==> config.mk <==
export PLATFORM = sky130hd
export DESIGN_NAME = rst_seq_flat
export DESIGN_NICKNAME = d
export VERILOG_FILES = /design/src/rtl/rst_seq_pkg.sv /design/src/rtl/rst_seq_if.sv /design/src/rtl/rst_seq_sync.sv /design/src/rtl/rst_seq.sv /design/src/flat_wrapper.sv
export SDC_FILE = /design/constraint.sdc
export NUM_CORES = 1
export LEC_CHECK = 0
export ABC_AREA = 1
export CORE_MARGIN = 2
export CORE_UTILIZATION = 45
export CTS_BUF_LIST = sky130_fd_sc_hd__clkbuf_4 sky130_fd_sc_hd__clkbuf_8
export DETAILED_ROUTE_END_ITERATION = 16
export DONT_BUFFER_PORTS = 1
export SYNTH_ARGS = -nofsm -noshare
export SYNTH_HDL_FRONTEND = slang
export SYNTH_SLANG_ARGS = --single-unit
==> constraint.sdc <==
create_clock -name i_clk -period 1.1 [get_ports i_clk]
set_clock_uncertainty 0.2 [all_clocks]
set_input_delay 0.275 -clock i_clk [delete_from_list [all_inputs] [get_ports i_clk]]
set_output_delay 0.275 -clock i_clk [all_outputs]
set_load 0.02 [all_outputs]
==> src/rtl/rst_seq_pkg.sv <==
// Shared types for the reset sequencer: FSM states, reset-cause codes and a
// helper that sizes the hold/pulse counter.
package rst_seq_pkg;

    typedef enum logic [1:0] {
        HOLD_PERIPH = 2'd0,
        HOLD_CORE   = 2'd1,
        RUN         = 2'd2,
        ASSERT      = 2'd3
    } state_e;

    typedef logic [1:0] cause_t;

    localparam cause_t CAUSE_POR = 2'd0;
    localparam cause_t CAUSE_SW  = 2'd1;
    localparam cause_t CAUSE_DBG = 2'd2;
    localparam cause_t CAUSE_WDT = 2'd3;

    function automatic int max3(input int a, input int b, input int c);
        int m;
        m = (a > b) ? a : b;
        return (m > c) ? m : c;
    endfunction

endpackage

==> src/rtl/rst_seq_if.sv <==
// Run-time reset requests in, staged resets and last-cause readout out.
// master = requester/consumer side, slave = the sequencer.
interface rst_seq_if;

    logic       i_sw_rst_req;
    logic       i_dbg_rst_req;
    logic       i_wdt_bite;
    logic       o_rst_periph;
    logic       o_rst_core;
    logic       o_ready;
    logic [1:0] o_rst_cause;

    modport master (
        output i_sw_rst_req, i_dbg_rst_req, i_wdt_bite,
        input  o_rst_periph, o_rst_core, o_ready, o_rst_cause
    );

    modport slave (
        input  i_sw_rst_req, i_dbg_rst_req, i_wdt_bite,
        output o_rst_periph, o_rst_core, o_ready, o_rst_cause
    );

endinterface

==> src/rtl/rst_seq_sync.sv <==
// Two-flop reset synchroniser: asserts asynchronously, releases on the second
// clock edge after i_rst falls. Usable in any clock domain.
module rst_sync (
    input  logic i_clk,
    input  logic i_rst,
    output logic o_rst_s
);

    logic ff1_q;
    logic ff2_q;

    always_ff @(posedge i_clk or posedge i_rst) begin
        if (i_rst) begin
            ff1_q <= 1'b1;
            ff2_q <= 1'b1;
        end else begin
            ff1_q <= 1'b0;
            ff2_q <= ff1_q;
        end
    end

    assign o_rst_s = ff2_q;

endmodule

==> src/rtl/rst_seq.sv <==
// Staged reset sequencer: peripherals released PERIPH_HOLD cycles after the
// synchronised release, core CORE_HOLD cycles later; run-time requests re-sequence.
module rst_seq
    import rst_seq_pkg::*;
#(
    parameter int PERIPH_HOLD  = 16,
    parameter int CORE_HOLD    = 32,
    parameter int PULSE_CYCLES = 16
) (
    input  logic        i_clk,
    input  logic        i_rst,
    rst_seq_if.slave    bus
);

    localparam int CNT_W = $clog2(max3(PERIPH_HOLD, CORE_HOLD, PULSE_CYCLES)) + 1;
    typedef logic [CNT_W-1:0] cnt_t;

    localparam cnt_t CNT_SAT     = '1;
    localparam cnt_t PERIPH_LAST = cnt_t'(PERIPH_HOLD - 1);
    localparam cnt_t CORE_LAST   = cnt_t'(CORE_HOLD - 1);
    localparam cnt_t PULSE_LAST  = cnt_t'(PULSE_CYCLES - 1);

    logic   rst_s;
    state_e state_q, state_d;
    cnt_t   cnt_q, cnt_d;
    cause_t cause_q, cause_d;
    logic   periph_q, periph_d;
    logic   core_q, core_d;
    logic   ready_q, ready_d;

    // rst_s asserts with i_rst, so every flop below is forced asynchronously.
    rst_sync u_sync (
        .i_clk   (i_clk),
        .i_rst   (i_rst),
        .o_rst_s (rst_s)
    );

    always_ff @(posedge i_clk or posedge rst_s) begin
        if (rst_s) begin
            state_q  <= HOLD_PERIPH;
            cnt_q    <= '0;
            cause_q  <= CAUSE_POR;
            periph_q <= 1'b1;
            core_q   <= 1'b1;
            ready_q  <= 1'b0;
        end else begin
            state_q  <= state_d;
            cnt_q    <= cnt_d;
            cause_q  <= cause_d;
            periph_q <= periph_d;
            core_q   <= core_d;
            ready_q  <= ready_d;
        end
    end

    always_comb begin
        state_d = state_q;
        cause_d = cause_q;
        cnt_d   = (cnt_q == CNT_SAT) ? cnt_q : cnt_q + cnt_t'(1);

        case (state_q)
            HOLD_PERIPH: begin
                if (cnt_q == PERIPH_LAST) begin
                    state_d = HOLD_CORE;
                    cnt_d   = '0;
                end
            end
            HOLD_CORE: begin
                if (cnt_q == CORE_LAST) begin
                    state_d = RUN;
                    cnt_d   = '0;
                end
            end
            RUN: begin
                cnt_d = '0;
                // Highest-priority request wins; requests in other states are dropped.
                if (bus.i_wdt_bite) begin
                    state_d = ASSERT;
                    cause_d = CAUSE_WDT;
                end else if (bus.i_dbg_rst_req) begin
                    state_d = ASSERT;
                    cause_d = CAUSE_DBG;
                end else if (bus.i_sw_rst_req) begin
                    state_d = ASSERT;
                    cause_d = CAUSE_SW;
                end
            end
            ASSERT: begin
                if (cnt_q == PULSE_LAST) begin
                    state_d = HOLD_PERIPH;
                    cnt_d   = '0;
                end
            end
            default: begin
                state_d = HOLD_PERIPH;
                cnt_d   = '0;
            end
        endcase

        // Outputs are decoded from the next state so they change on the same edge.
        periph_d = (state_d == HOLD_PERIPH) || (state_d == ASSERT);
        core_d   = (state_d != RUN);
        ready_d  = (state_d == RUN);
    end

    assign bus.o_rst_periph = periph_q;
    assign bus.o_rst_core   = core_q;
    assign bus.o_ready      = ready_q;
    assign bus.o_rst_cause  = cause_q;

endmodule
==> src/flat_wrapper.sv <==
// flat-port wrapper written by rule: the top's interface ports become plain ports
module rst_seq_flat import rst_seq_pkg::*;
#(
    parameter int PERIPH_HOLD  = 16,
    parameter int CORE_HOLD    = 32,
    parameter int PULSE_CYCLES = 16
)
  (i_clk, i_rst, bus_i_sw_rst_req, bus_i_dbg_rst_req, bus_i_wdt_bite, bus_o_rst_periph, bus_o_rst_core, bus_o_ready, bus_o_rst_cause);
  rst_seq_if bus_i ();
  input  logic i_clk;
  input  logic i_rst;
  input wire logic [$bits(bus_i.i_sw_rst_req)-1:0] bus_i_sw_rst_req;
  input wire logic [$bits(bus_i.i_dbg_rst_req)-1:0] bus_i_dbg_rst_req;
  input wire logic [$bits(bus_i.i_wdt_bite)-1:0] bus_i_wdt_bite;
  output wire logic [$bits(bus_i.o_rst_periph)-1:0] bus_o_rst_periph;
  output wire logic [$bits(bus_i.o_rst_core)-1:0] bus_o_rst_core;
  output wire logic [$bits(bus_i.o_ready)-1:0] bus_o_ready;
  output wire logic [$bits(bus_i.o_rst_cause)-1:0] bus_o_rst_cause;
  assign bus_i.i_sw_rst_req = bus_i_sw_rst_req;
  assign bus_i.i_dbg_rst_req = bus_i_dbg_rst_req;
  assign bus_i.i_wdt_bite = bus_i_wdt_bite;
  assign bus_o_rst_periph = bus_i.o_rst_periph;
  assign bus_o_rst_core = bus_i.o_rst_core;
  assign bus_o_ready = bus_i.o_ready;
  assign bus_o_rst_cause = bus_i.o_rst_cause;
  rst_seq #(.PERIPH_HOLD(PERIPH_HOLD), .CORE_HOLD(CORE_HOLD), .PULSE_CYCLES(PULSE_CYCLES)) u_core (.i_clk(i_clk), .i_rst(i_rst), .bus(bus_i));
endmodule
==> out/qor.yml, run 1 <==
gr-usage-all-layers_pct: 18.1
htree_levels: 1
netlist_area_um2: 855
firstDrtPassIters: 5
cp_slowest_cell: "dfrtp_1"
synth_area_leaders: "dfrtp_1 32%, dfstp_2 12%, ha_1 10%"
port_buffers: 0
postRouteAntennaNets: 0
start_util_pct: 48.4
drive_gt1_share_pct: 57.1
synth_edf_count: 0
clkPwrFrac_pct: 9.9
synth_flop_cell: "dfrtp_1"
power_frac_comb_pct: 59.9
hp-class: "flip-flop to async pin"
p_per_area_nw_per_um2: 2510
wirelength_um: 1980
grt_max_degree: 10
grt_pass1_wl_um: 2820
yosysMostFrequentCell: "inv_1"
seq_power_share_pct: 30.2
ys_warn_count: 0
crit_chain: "ha_2, nand2_2, nor2_4, nand2_4, nand3_2, nand3_2, nand2_2, nand2_2, ha_4"
dieArea_um2: 2260
crit_type: "flip-flop to flip-flop"
clock-root-buffer: "clkbuf_4"
grt_pass1_vias: 687
grt_overflow: 0
violations: "negative setup slack"
nNetsFinal: 146
yosysTopAreaCell: "dfrtp_1"
dp_hpwl_um: 1300
power.total_mw: 3.26
internal-power_mw: 1.92
row_count: 15
vias_per_cell: 4.95
synth_nets: 110
crit_top_cell: "nand2_2"
path_buf_inv: 0
p_sw_mw: 1.33
synth_top_area_share_pct: 32.2
synth_cell_types: 24
clkTransAtPathRegs_ns: 0.10
ys_ff_latch: 15
gp_congestion: 0.809
worst-path-max-fanout: 5
finalSetupTns_ns: -6.64
max_clock_freq_ghz: 0.591
worstSetupStartpointType: "flip-flop"
worst_ir_drop_vdd_v: 0.00144
drc: 0
layout_setup_ws_ns: -0.592
cp.required_ns: 1.14
slew_violations: 0
clk_latency_ns: 0.29
clock_sinks: 15
ioPinCount: 10
syn_area_per_cell_um2: 8.72
cts_made_buffers: 3
rsz0062_at_grt: "yes"
slowest_delay_ns: 0.37
setup.worst_path.end_class: "flip-flop"
diodes: 0
status: "finished, violations left"
cp_top_family: "simple AND/OR/NAND/NOR gates"
hold_viol: 0
cts_buffer_depth: 2
yosysSeqAreaShare_pct: 44.5
synthToLayoutAreaGrowth_pct: 52.0
vias: 782
synthCells: 98
drtIter0Drc: 12
core_um2: 1760
die_h_um: 47.6
drt-wirelength-per-cell_um: 12.6
setup_viol: 18
fill_cells: 133
antenna_found_initial: 0
crit_arrival_ns: 1.73
maxCapViolCount: 0
whs_ns: 0.0264
cts_tree: "yes"
netSwitchingFraction_pct: 40.9
final.min_clock_period_ns: 1.69
die_w_um: 47.6
p_leak_nw: 0.635
async_reset_ff_share_pct: 100
fin_crit_sh_pct: 154
ys_top_cells_by_count: "16 x inv_1, 14 x nand2_1, 11 x dfrtp_1, 8 x nand3_1"
[metrics by stage]
stage	utilization, %	area [um^2]	setup WS [ns]	cells
3_5_place_dp	60.6	1070	-0.591	147
3_3_place_gp	60.6	1070	-0.537	147
6_report	73.6	1300	-0.592	158
2_1_floorplan	-	857	-0.587	98
4_1_cts	68.9	1220	-0.612	156
5_1_grt	73.6	1300	-0.659	158
[cells by family (layout without fill, tap and decap cells)]
group           count (synthesis)  count (layout)  synth area share [%]
buf+inv                        19              54                  8.35
other cells                     1               1                 0.439
fa+ha+maj                       7               7                  10.2
simple gates                   41              41                  25.9
flops                          15              15                  44.5
compound gates                 14              14                  9.52
xor+xnor                        1               1                  1.03
[worst paths after layout]
path / startpoint / end / slack, ns / cells past startpoint
min in group i_clk: bus_i_wdt_bite / u_core.bus.o_rst_cause[1]$_DFFE_PP0P_ / 0.03 / 3
setup reg to reg: u_core.cnt_q[1]$_DFF_PP0_ / u_core.bus.o_rst_periph$_DFF_PP1_ / -0.59 / 9
hold / removal: u_core.u_sync.o_rst_s$_DFF_PP1_ / u_core.cnt_q[3]$_DFF_PP0_ / 0.03 / 2
hold reg to reg: u_core.u_sync.o_rst_s$_DFF_PP1_ / u_core.cnt_q[3]$_DFF_PP0_ / 0.03 / 2
setup / recovery: u_core.cnt_q[1]$_DFF_PP0_ / u_core.bus.o_rst_periph$_DFF_PP1_ / -0.59 / 9
max in group asynchronous: i_rst / u_core.u_sync.ff1_q$_DFF_PP1_ / 0.43 / 2
[what timing repair did]
item | in CTS | in global routing
cloned | 0 | 0
gates resized for setup | 22 | 19
hold endpoints to repair | 3 | 0
setup endpoints to repair | 18 | 18
hold buffers | 2 | 0
pin swaps | 3 | 13
setup buffers | 3 | 4
[cell usage in the layout, fill, tap and decap left out]
cell type      count
nand2_4            1
nor2_4             1
o21ai_0            2
o21ai_2            3
clkinv_2           1
buf_6              5
a2bb2oi_1          1
o21ai_4            2
conb_1             1
nand4_1            2
or2_4              1
nand3_4            1
nand2_2            7
nor2_2             2
nor2_1             5
nor3_1             1
dfrtp_1            8
inv_1             12
nand3_1            6
nand2_1           10
nand3_2            4
ha_2               2
a31oi_1            1
dlygate4sd3_1      2
inv_4              2
o21bai_1           1
ha_1               1
xnor2_2            1
buf_4             24
dfstp_2            4
clkbuf_4           3
ha_4               4
o21ai_1            4
inv_2              5
dfrtp_2            3
[power groups by stage]
stage | Combinational (mW) | Sequential [mW] | Clock, mW
after floorplan | 0.729 | 0.985 | 0
after global placement | 1.24 | 0.980 | 0
after detailed placement | 1.30 | 0.988 | 0
after CTS | 1.57 | 0.985 | 0.335
after global routing | 2.11 | 1.01 | 0.356
final | 1.95 | 0.983 | 0.323
[registers in the layout, indices dropped and copies added, names as in the netlist]
register and flops:
u_core.u_sync.ff1_q 1, u_core.bus.o_rst_periph 1, u_core.bus.o_ready 1, u_core.u_sync.o_rst_s 1, u_core.state_q 2, u_core.bus.o_rst_core 1, u_core.bus.o_rst_cause 2, u_core.cnt_q 6
[final cells by class]
type                       count  area (um^2)  share of cell area [%]
clock buffer                   3         22.5                    1.73
tap                           25         31.3                    2.41
inverter                      19         76.3                    5.88
timing repair buffer          31          256                    19.7
clock inverter                 1         5.00                   0.385
sequential                    15          384                    29.6
multi-input combinational     64          523                    40.3
[per-layer routing]
metal	track usage [%]	up-vias	part of all wire [%]	wire length [um]
li1	-	386	-	-
met1	24.3	373	41	818
met2	28.4	16	53	1050
met3	3.40	7	3.5	69
met4	8.11	0	2.3	46
met5	0	-	0	0
[tightest hold or removal path: stages (launching register included)]
cell and delay, ns:
dfstp_2 0.37, inv_1 0.05, buf_4 0.14
Power figures use the tool's default switching activity.
==> run 2, diff against run 1 <==
--- a/config.mk
+++ b/config.mk
@@ -11,6 +11,7 @@
 export CTS_BUF_LIST = sky130_fd_sc_hd__clkbuf_4 sky130_fd_sc_hd__clkbuf_8
 export DETAILED_ROUTE_END_ITERATION = 16
 export DONT_BUFFER_PORTS = 1
+export SLEW_MARGIN = 20
 export SYNTH_ARGS = -nofsm -noshare
 export SYNTH_HDL_FRONTEND = slang
 export SYNTH_SLANG_ARGS = --single-unit
==> results of run 2 <==
Same layout as run 1: the final DEF is identical, and so are final timing and power.
